===== src/rtl/au_rr_arbiter_pkg.sv =====
// Shared definitions for the round-robin arbiter slice.
//   clogb2      : max(ceil(log2(x)), 1), used to size index/counter fields
//   arb_state_e : arbiter control state {IDLE, BUSY}
package au_arb_pkg;

    function automatic int clogb2(input int x);
        int r;
        r = 0;
        while ((1 << r) < x) r = r + 1;
        if (r < 1) r = 1;
        return r;
    endfunction

    typedef enum logic {
        IDLE = 1'b0,
        BUSY = 1'b1
    } arb_state_e;

endpackage


===== src/rtl/au_rr_arbiter_encode.sv =====
// One-hot to binary encoder.
//   oh  [WIDTH-1:0] : one-hot (or all-zero) input vector
//   idx [IW-1:0]    : binary index of the set bit, 0 when oh is all-zero
module AU_encode
    import au_arb_pkg::*;
#(
    parameter int WIDTH = 4,
    parameter int IW    = clogb2(WIDTH)
) (
    input  logic [WIDTH-1:0] oh,
    output logic [IW-1:0]    idx
);

    // OR of the indices of all set bits; exact for one-hot input.
    always_comb begin
        idx = '0;
        for (int i = 0; i < WIDTH; i++) begin
            if (oh[i]) idx = idx | IW'(i);
        end
    end

endmodule


===== src/rtl/au_rr_arbiter.sv =====
// Round-robin lock arbiter sharing one arithmetic-unit slot among WIDTH
// requesters. The grant stays with its owner while the owner requests and
// rotates to the next requester after ptr on release.
//   clk     : clock, rising edge
//   rst_n   : synchronous active-low reset
//   req     [WIDTH-1:0] : level-sensitive request vector
//   gnt     [WIDTH-1:0] : registered one-hot grant (zero when idle)
//   gnt_idx [IW-1:0]    : binary index of the grant (zero when idle)
//   gnt_vld             : any grant bit set
// Optional: define AU_RR_ARB_TIMEOUT_EN to preempt an owner after MAX_HOLD
// consecutive owner cycles when another requester is pending.
module au_rr_arbiter
    import au_arb_pkg::*;
#(
    parameter  int WIDTH    = 4,
    parameter  int MAX_HOLD = 16,
    localparam int IW       = clogb2(WIDTH)
) (
    input  logic             clk,
    input  logic             rst_n,
    input  logic [WIDTH-1:0] req,
    output logic [WIDTH-1:0] gnt,
    output logic [IW-1:0]    gnt_idx,
    output logic             gnt_vld
);

    if (WIDTH < 1 || WIDTH > 64 || MAX_HOLD < 1) begin : g_bad_param
        $error("au_rr_arbiter: illegal WIDTH or MAX_HOLD");
    end

    arb_state_e       state, state_nxt;
    logic [IW-1:0]    ptr;
    logic [IW-1:0]    nxt_ptr;
    logic [WIDTH-1:0] cand;
    logic [WIDTH-1:0] rot;
    logic [WIDTH-1:0] win_rot;
    logic [WIDTH-1:0] win_oh;
    logic [IW-1:0]    win_idx;
    logic             owner_hold;
    logic [WIDTH-1:0] others;
    logic             load;
    logic             drop;

    assign owner_hold = |(req & gnt);
    assign others     = req & ~gnt;

`ifdef AU_RR_ARB_TIMEOUT_EN
    localparam int HW = clogb2(MAX_HOLD + 1);
    localparam logic [HW-1:0] MAX_C = HW'(MAX_HOLD);
    logic [HW-1:0] hold_cnt;
`endif

    // Control: pick the candidate set and decide load / drop / hold.
    always_comb begin
        cand      = '0;
        load      = 1'b0;
        drop      = 1'b0;
        state_nxt = state;
        case (state)
            IDLE: begin
                cand = req;
                if (|req) begin
                    load      = 1'b1;
                    state_nxt = BUSY;
                end
            end
            BUSY: begin
                if (!owner_hold) begin
                    cand = others;
                    if (|others) begin
                        load = 1'b1;
                    end else begin
                        drop      = 1'b1;
                        state_nxt = IDLE;
                    end
                end
`ifdef AU_RR_ARB_TIMEOUT_EN
                else if (hold_cnt == MAX_C && |others) begin
                    // Preemption picks exactly as a release would.
                    cand = others;
                    load = 1'b1;
                end
`endif
            end
            default: state_nxt = IDLE;
        endcase
    end

    // Rotate so ptr lands at bit 0, find first, rotate the one-hot back.
    // Doubling the vector makes the rotation exact for any WIDTH.
    assign rot    = WIDTH'({cand, cand} >> ptr);
    assign win_oh = WIDTH'(({win_rot, win_rot} << ptr) >> WIDTH);

    always_comb begin
        logic found;
        found   = 1'b0;
        win_rot = '0;
        for (int k = 0; k < WIDTH; k++) begin
            if (!found && rot[k]) begin
                win_rot[k] = 1'b1;
                found      = 1'b1;
            end
        end
    end

    AU_encode #(.WIDTH(WIDTH), .IW(IW)) u_enc (
        .oh  (win_oh),
        .idx (win_idx)
    );

    assign nxt_ptr = (win_idx == IW'(WIDTH - 1)) ? '0 : win_idx + 1'b1;

    always_ff @(posedge clk) begin
        if (!rst_n) begin
            state   <= IDLE;
            gnt     <= '0;
            gnt_idx <= '0;
            gnt_vld <= 1'b0;
            ptr     <= '0;
        end else begin
            state <= state_nxt;
            if (load) begin
                gnt     <= win_oh;
                gnt_idx <= win_idx;
                gnt_vld <= 1'b1;
                ptr     <= nxt_ptr;
            end else if (drop) begin
                gnt     <= '0;
                gnt_idx <= '0;
                gnt_vld <= 1'b0;
            end
        end
    end

`ifdef AU_RR_ARB_TIMEOUT_EN
    // Owner-cycle counter: 1 on every new grant, saturates at MAX_HOLD.
    always_ff @(posedge clk) begin
        if (!rst_n) begin
            hold_cnt <= '0;
        end else if (load) begin
            hold_cnt <= HW'(1);
        end else if (drop) begin
            hold_cnt <= '0;
        end else if (state == BUSY && hold_cnt != MAX_C) begin
            hold_cnt <= hold_cnt + 1'b1;
        end
    end
`endif

endmodule

===== config.mk =====
export PLATFORM = sky130hd
export DESIGN_NAME = au_rr_arbiter
export DESIGN_NICKNAME = d
export VERILOG_FILES = /design/src/rtl/au_rr_arbiter_pkg.sv /design/src/rtl/au_rr_arbiter_encode.sv /design/src/rtl/au_rr_arbiter.sv
export SDC_FILE = /design/constraint.sdc
export NUM_CORES = 1
export LEC_CHECK = 0
export CAP_MARGIN = 20
export CELL_PAD_IN_SITES_DETAIL_PLACEMENT = 0
export CELL_PAD_IN_SITES_GLOBAL_PLACEMENT = 1
export CORE_UTILIZATION = 36
export CTS_CLUSTER_SIZE = 12
export DETAILED_ROUTE_END_ITERATION = 6
export PLACE_DENSITY = 0.78
export SETUP_SLACK_MARGIN = 0.05
export SLEW_MARGIN = 30
export SYNTH_ARGS = -nofsm -noshare
export SYNTH_HDL_FRONTEND = slang
export SYNTH_HIERARCHICAL = 1
export SYNTH_SLANG_ARGS = --single-unit

===== constraint.sdc =====
create_clock -name clk -period 3.4 [get_ports clk]
set_input_delay 0.34 -clock clk [delete_from_list [all_inputs] [get_ports clk]]
set_output_delay 0.34 -clock clk [all_outputs]
set_load 0.02 [all_outputs]

==> impl_metrics.py, run 1 <==
metrics = {
    "routing": {
        "drc_errors": 0,
        "ant_nets": 0,
        "routedWlPerCell_um": 13.11,
        "drt_iter0_drc": 13,
        "vias_per_cell": 5.450,
        "first_pass_iters": 4,
        "via_count": 654,
        "routed_wl_mm": 1.573,
    },
    "layout": {
        "n_antenna_cell": 0,
        "finish.utilization": 0.4928,
        "final_common_cell": "clkdlybuf4s50_1",
        "final_cell_mix": "12 x clkdlybuf4s50_1, 11 x nand2_1, 10 x dfxtp_1",
        "drive_gt1_frac": 0.1474,
        "syn_to_final_growth_pct": 27.34,
        "nets": 103,
    },
    "placed_design": {
        "dp_slack_ps": 214.5,
        "place.gp.congestion": 0.8117,
        "hpwl_mm": 1.253,
        "port_buffers": 12,
    },
    "clocking": {
        "clk_path_buf_depth": 2,
        "clk_pin_slew_worst_paths_ps": 70,
        "h-tree-depth": 1,
        "root_buffer": "clkbuf_4",
        "ctsHoldBuffers": 0,
        "post_cts_resized": 0,
        "cts.sinks": 10,
        "clk_latency_ps": 260,
        "numCtsBuffers": 3,
        "cts_setup_buffers": 0,
        "cts_tree": "built",
    },
    "sta": {
        "rsz0062_at_grt": "no",
        "setup_slack_ps": 477.2,
        "fin_skew_ps": 1.565,
        "fmax_mhz": 342.1,
        "setup_tns_ps": 0,
        "slew_viol_final": 0,
        "period_share": 0.8596,
        "slew_headroom": 0.6545,
        "tightest_slew_ps": 513.5,
        "finalHoldViolCount": 0,
        "setup_violations": 0,
        "min_period_ps": 2923,
        "holdWs_ps": 458.5,
    },
    "pwr": {
        "total_power_w": 0.0005958,
        "peakVddDrop_uv": 350.4,
        "p_per_area_mw_per_mm2": 700.3,
        "leakage_nw": 0.3133,
    },
    "floorplan": {
        "die_w_um": 45.08,
        "die_area_mm2": 0.002032,
        "core-area_mm2": 0.001727,
        "ios": 13,
        "rows": 15,
        "initial_core_util": 0.3870,
        "fp.dieH_um": 45.08,
    },
    "global_routing": {
        "grt_pass1_wl_mm": 2.684,
        "grt_pass1_vias": 605,
        "antenna_found_initial": 0,
        "grt_max_degree": 10,
        "grt_util_all_layers": 0.1802,
        "overflow": 0,
    },
    "hold_path": {
        "hold_start": "gnt_idx[1]",
        "hp-class": "flop to flop",
    },
    "setup_path": {
        "startpoint_type": "primary input",
        "reg2reg_slack_ps": 730,
        "startpoint": "req[2]",
        "cp_data_arrival_time_ps": 3110,
        "r2r_end": "ptr[0]",
        "r2r_cells": 9,
        "worstSetupEndpointType": "flop",
        "required_ps": 3590,
        "endpoint": "ptr[0]",
        "path_class": "primary input to flop",
        "r2r-start": "gnt[2]",
        "critPathMaxFanout": 6,
    },
    "status": {
        "outcome": "complete, no violations",
    },
    "logic_synthesis": {
        "synth_cells": 80,
        "syn_nets": 87,
        "syn_avg_cell_area_um2": 8.352,
        "yosys_warnings": 6,
        "syn-cell-area_um2": 668.1,
    },
    "run": {
        "drv_cap": 0,
    },
}
[cell type report]
type	instances	area, um^2
Inverter	4	15.01
Multi-Input combinational cell	65	447.9
Sequential cell	10	200.2
Tap cell	25	31.28
Fill cell	183	875.8
Timing Repair Buffer	12	120.1
Clock buffer	4	36.28
[routing by layer]
metal / vias up / global-route usage / part of all wire
met1: 304 / 0.2475 / 0.47
met4: 0 / 0.07273 / 0.0025
met2: 17 / 0.2899 / 0.47
met5: - / 0 / 0
met3: 2 / 0.01600 / 0.058
li1: 331 / - / -
[worst max-delay path, stage by stage]
cell,delay (ps)
clkdlybuf4s50_1,520
a22oi_2,340
a32oi_2,230
a22o_1,210
a2bb2o_1,280
and2_1,150
or2_1,220
ha_1,180
or3_2,470
a21oi_1,160
[stage by stage]
stage               instances  instance area (um^2)
floorplan                  80                 668.1
global placement          116                 814.5
detailed placement        116                 814.5
CTS                       120                 850.8
global route              120                 850.8
finish                    120                 850.8
[state kept, by name, indices dropped and copies added (netlist names)]
| register | count |
|---|---|
| gnt_idx | 2 |
| ptr | 2 |
| gnt_vld | 1 |
| gnt | 4 |
| state | 1 |
[report_power, final]
| group | internal (W) | total (W) | switching [W] |
|---|---|---|---|
| registers | 0.000149 | 0.000190 | 0.0000414 |
| logic | 0.000150 | 0.000297 | 0.000148 |
| clock network | 0.0000650 | 0.000108 | 0.0000434 |
| total | 0.000363 | 0.000596 | 0.000233 |
[worst min path at each step]
stage / to / depth (start not counted)
2_1_floorplan: gnt_idx[0] / 1
3_3_place_gp: gnt_idx[1] / 2
3_5_place_dp: gnt_idx[1] / 2
4_1_cts: gnt_idx[1] / 2
5_1_grt: gnt_vld / 2
6_report: gnt_idx[1] / 2
(Power assumes the default switching activity.)
==> inputs of run 2 (changes only) <==
- CELL_PAD_IN_SITES_DETAIL_PLACEMENT: 0 -> 1
- CORE_UTILIZATION: 36 -> 32
- PLACE_DENSITY: 0.78 -> 0.72
- SYNTH_HIERARCHICAL: 1 -> default
==> impl_metrics.py, run 2 <==
metrics = {
    "pwr": {
        "peakVddDrop_uv": 293.5,
        "p_per_area_mw_per_mm2": 718.0,
        "leakage_nw": 0.2645,
    },
    "logic_synthesis": {
        "yosysMostFrequentCell": "nand2_1",
        "synth_top_family_by_area": "compound AO/OA/AOI/OAI gates",
        "syn_nets": 78,
        "yosys.area_share.simple": 0.1766,
        "synth_compound_area_frac": 0.4168,
        "synthAdderAreaFrac": 0,
        "syn_avg_cell_area_um2": 8.463,
        "netlist_top_cells_area": "dfxtp_1 33%, a32oi_2 8.0%, nand2_1 6.8%, a21oi_1 5.7%, a22oi_2 4.1%",
        "yosys-top-cells-count": "11 x nand2_1, 10 x dfxtp_1, 7 x a21oi_1",
        "synthFlopType": "dfxtp_1",
        "async_flop_share": 0,
        "synthMuxAreaShare": 0.03491,
        "synth_xor_area_frac": 0,
        "syn-cell-area_um2": 609.3,
        "synth_edf_count": 0,
        "synth_cells": 72,
        "synth-seq-area-share": 0.3285,
        "synth.distinct_cells": 28,
        "synth_top_cell_by_area": "dfxtp_1",
        "yosys_warnings": 0,
        "synth-seq-cells": 10,
        "synth_top_area_share": 0.3285,
    },
    "routing": {
        "vias_per_cell": 5.595,
        "routedWlPerCell_um": 15.30,
        "first_pass_iters": 4,
        "via_count": 621,
        "routed_wl_mm": 1.698,
        "drc_errors": 0,
        "ant_nets": 0,
        "drt_iter0_drc": 19,
    },
    "sta": {
        "slew_headroom": 0.6497,
        "slew_viol_final": 0,
        "period_share": 0.5832,
        "tightest_slew_ps": 525.5,
        "min_period_ps": 1983,
        "fin_skew_ps": 2.849,
        "finalHoldViolCount": 0,
        "setup_tns_ps": 0,
        "fmax_mhz": 504.3,
        "rsz0062_at_grt": "no",
        "setup_violations": 0,
    },
    "clocking": {
        "cts.sinks": 10,
        "cts_tree": "built",
        "post_cts_resized": 0,
        "root_buffer": "clkbuf_4",
        "clk_pin_slew_worst_paths_ps": 60,
        "clk_path_buf_depth": 2,
        "numCtsBuffers": 3,
        "cts_setup_buffers": 0,
        "h-tree-depth": 1,
        "ctsHoldBuffers": 0,
        "clk_latency_ps": 250,
    },
    "layout": {
        "nFillCells": 229,
        "final_cell_mix": "12 x clkdlybuf4s50_1, 11 x nand2_1, 10 x dfxtp_1",
        "drive_gt1_frac": 0.1047,
        "final_common_cell": "clkdlybuf4s50_1",
        "largest_registers": "gnt (4), gnt_idx (2), ptr (2)",
        "multi_input_area_um2": 382.9,
        "nets": 94,
        "regMostFlops": "gnt",
        "final-seq-area_um2": 200.2,
        "syn_to_final_growth_pct": 27.31,
        "n_antenna_cell": 0,
        "final_cells": 111,
        "largest_register_ffs": 4,
    },
    "global_routing": {
        "grt_max_degree": 10,
        "grt_util_all_layers": 0.1800,
        "overflow": 0,
        "antenna_found_initial": 0,
        "grt_pass1_wl_mm": 2.670,
        "grt_pass1_vias": 574,
    },
    "setup_path": {
        "required_ps": 3580,
        "critPathMaxFanout": 5,
        "worstSetupEndpointType": "flop",
        "startpoint_type": "primary input",
        "cp_data_arrival_time_ps": 2170,
        "path_class": "primary input to flop",
    },
    "floorplan": {
        "fp.dieH_um": 45.64,
        "initial_core_util": 0.3454,
        "die_area_mm2": 0.002083,
        "ios": 13,
        "die_w_um": 45.64,
        "core-area_mm2": 0.001764,
        "rows": 15,
    },
    "status": {
        "outcome": "complete, no violations",
    },
    "placed_design": {
        "dp_cells": 108,
        "port_buffers": 12,
        "hpwl_mm": 1.326,
        "place.gp.congestion": 0.8190,
    },
    "run": {
        "drv_cap": 0,
    },
    "hold_path": {
        "hp-class": "flop to flop",
    },
}
## run 2: cell types whose count changed in the layout (fill, tap and decap cells not counted), moves of 2 or more
cell      previous run  this run
a211o_1              0         2
o31ai_1              3         0
a221oi_1             0         2
nand3_1              4         0
a22oi_1              0         2
or2_1                2         0
o21ai_1              0         2
a32oi_2              1         3
nor2b_1              2         4
nor2_1               7         4
and2_1               2         0
## run 2: per-layer routing
metal | global-route usage | routed length, um | part of all wire
met1 | 0.2361 | 825 | 0.49
met2 | 0.3000 | 817 | 0.48
met4 | 0.07273 | 9 | 0.0053
met5 | 0 | 0 | 0
met3 | 0.01587 | 45 | 0.027
## run 2: final cells by class
class | count | area share
Inverter | 5 | 0.02419
Tap cell | 25 | 0.04032
Clock buffer | 3 | 0.02903
Sequential cell | 10 | 0.2581
Timing Repair Buffer | 12 | 0.1548
Multi-Input combinational cell | 56 | 0.4935
## run 2: worst max-delay path, cell delays in order
cell             delay [ps]
clkdlybuf4s50_1         590
a22oi_2                 160
a32oi_1                 480
a21oi_1                 130
a211o_1                 300
a31oi_1                 160
## run 2: cell families (layout without fill, tap and decap cells)
kind of cell,Yosys count,after routing
DFF,10,10
buffers and inverters,6,20
and+or+nand+nor,23,23
AOI/OAI and AO/OA,31,31
muxes,2,2
## run 2: power by group
part            total, W  internal, W  switching [W]
combinational   0.000283     0.000127       0.000157
clock          0.0000781    0.0000407      0.0000374
sequential      0.000195     0.000151      0.0000440
total           0.000557     0.000319       0.000238
## run 2: metrics by stage
step                      setup slack, ps    util  total power (W)  hold slack [ps]  instance area [um^2]
after floorplan                      1792       -        0.0003814            428.9                 609.3
after global placement               1190  0.4270        0.0004736            438.1                 753.2
after detailed placement             1184  0.4270        0.0004794            462.5                 753.2
after CTS                            1439  0.4397        0.0005569            472.3                 775.7
after global routing                 1333  0.4397        0.0005950            496.0                 775.7
final                                1417  0.4397        0.0005570            463.6                 775.7
## run 2: final timing paths
| path | end | slack [ps] | cells past startpoint | startpoint |
|---|---|---|---|---|
| hold / removal | gnt_vld | 460 | 1 | state |
| setup / recovery | ptr[1] | 1420 | 6 | req[0] |
| hold reg to reg | gnt_vld | 460 | 1 | state |
| setup reg to reg | ptr[1] | 1690 | 5 | gnt[0] |
==> inputs of run 3 (changes only) <==
- clock period: 3.4 -> 2.1 ns (I/O delays scaled with it)
==> impl_metrics.py, run 3 (same netlist as run 2, synthesis figures left out) <==
metrics = {
    "floorplan": {
        "ios": 13,
        "initial_core_util": 0.3454,
        "die_area_mm2": 0.002083,
        "rows": 15,
        "fp.dieH_um": 45.64,
        "die_w_um": 45.64,
        "core-area_mm2": 0.001764,
    },
    "clocking": {
        "h-tree-depth": 1,
        "numCtsBuffers": 3,
        "clk_latency_ps": 270,
        "ctsHoldBuffers": 0,
        "cts.sinks": 10,
        "cts_tree": "built",
        "clk_pin_slew_worst_paths_ps": 60,
        "post_cts_resized": 0,
        "cts_setup_buffers": 0,
        "root_buffer": "clkbuf_4",
        "clk_path_buf_depth": 2,
    },
    "setup_path": {
        "cp_data_arrival_time_ps": 2000,
        "reg2reg_slack_ps": 340,
        "r2r_end": "gnt_idx[1]",
        "startpoint_type": "primary input",
        "critPathMaxFanout": 9,
        "path_class": "primary input to flop",
        "startpoint": "req[1]",
        "r2r-start": "gnt[0]",
        "worstSetupEndpointType": "flop",
        "required_ps": 2290,
        "endpoint": "gnt_idx[1]",
        "r2r_cells": 5,
    },
    "layout": {
        "n_antenna_cell": 0,
        "final_cell_mix": "12 x clkdlybuf4s50_1, 11 x nand2_1, 10 x dfxtp_1",
        "syn_to_final_growth_pct": 34.50,
        "nets": 98,
        "largest_registers": "gnt (4), gnt_idx (2), ptr (2)",
        "final_common_cell": "clkdlybuf4s50_1",
        "drive_gt1_frac": 0.1538,
        "multi_input_area_um2": 382.9,
        "regMostFlops": "gnt",
        "largest_register_ffs": 4,
        "final-seq-area_um2": 200.2,
        "nFillCells": 222,
    },
    "sta": {
        "finalHoldViolCount": 0,
        "tightest_slew_ps": 452.9,
        "fmax_mhz": 552.0,
        "slew_headroom": 0.6981,
        "setup_violations": 0,
        "holdWs_ps": 449.7,
        "min_period_ps": 1812,
        "rsz0062_at_grt": "no",
        "period_share": 0.8627,
        "fin_skew_ps": 6.398,
        "slew_viol_final": 0,
        "setup_tns_ps": 0,
    },
    "routing": {
        "vias_per_cell": 5.595,
        "via_count": 649,
        "routedWlPerCell_um": 14.52,
        "drt_iter0_drc": 15,
        "ant_nets": 0,
        "first_pass_iters": 4,
        "routed_wl_mm": 1.684,
        "drc_errors": 0,
    },
    "global_routing": {
        "grt_pass1_vias": 591,
        "grt_pass1_wl_mm": 2.663,
        "grt_max_degree": 10,
        "overflow": 0,
        "grt_util_all_layers": 0.1798,
        "antenna_found_initial": 0,
    },
    "placed_design": {
        "hpwl_mm": 1.273,
        "port_buffers": 12,
        "place.gp.congestion": 0.7865,
    },
    "pwr": {
        "p_per_area_mw_per_mm2": 1167,
        "peakVddDrop_uv": 486.8,
        "leakage_nw": 0.2915,
    },
    "hold_path": {
        "hold_path_depth": 1,
        "hp-class": "flop to flop",
    },
    "status": {
        "outcome": "complete, no violations",
    },
    "run": {
        "drv_cap": 0,
    },
}
==> run 3: worst max-delay path, stage by stage <==
cell and delay [ps]:
clkdlybuf4s50_1 590, a22oi_2 130, a32oi_2 430, o21ai_1 120, a211o_1 340, a31oi_1 170
==> run 3: how the worst min path moves through the flow <==
stage          startpoint    endpoint  slack, ps
6_report            state     gnt_vld        450
5_1_grt             state     gnt_vld        490
4_1_cts             state     gnt_vld        460
3_5_place_dp        state     gnt_vld        450
3_3_place_gp        state     gnt_vld        440
2_1_floorplan       rst_n  gnt_idx[0]        340
==> run 3: final cells by class <==
class | count | share of cell area
clock buffers | 4 | 0.04427
repair buffers | 16 | 0.1832
flip-flops and latches | 10 | 0.2443
inverters | 5 | 0.02290
well taps | 25 | 0.03817
multi-input cells | 56 | 0.4672
==> run 3: metal layers <==
layer  part of all wire  track usage  routed length, um
met4              0.018      0.09091                 31
met3              0.054      0.03175                 91
met1               0.48       0.2380                808
met2               0.45       0.2771                754
met5                  0            0                  0
==> run 3: per-stage QoR <==
stage	area, um^2	setup slack (ps)	std cells	total power (W)	util
floorplan	609.3	491.7	72	0.0006176	-
global placement	783.3	45.97	112	0.0007800	0.4440
detailed placement	783.3	18.51	112	0.0007836	0.4440
CTS	819.5	292.0	116	0.0009611	0.4645
global route	819.5	162.6	116	0.001019	0.4645
finish	819.5	288.2	116	0.0009564	0.4645
==> run 3: where the power goes <==
part	total [W]	internal [W]	switching (W)	leakage [nW]
clock	0.000175	0.000105	0.0000699	0.0210
sequential	0.000316	0.000245	0.0000706	0.0829
combinational	0.000465	0.000214	0.000252	0.188
total	0.000956	0.000564	0.000392	0.292
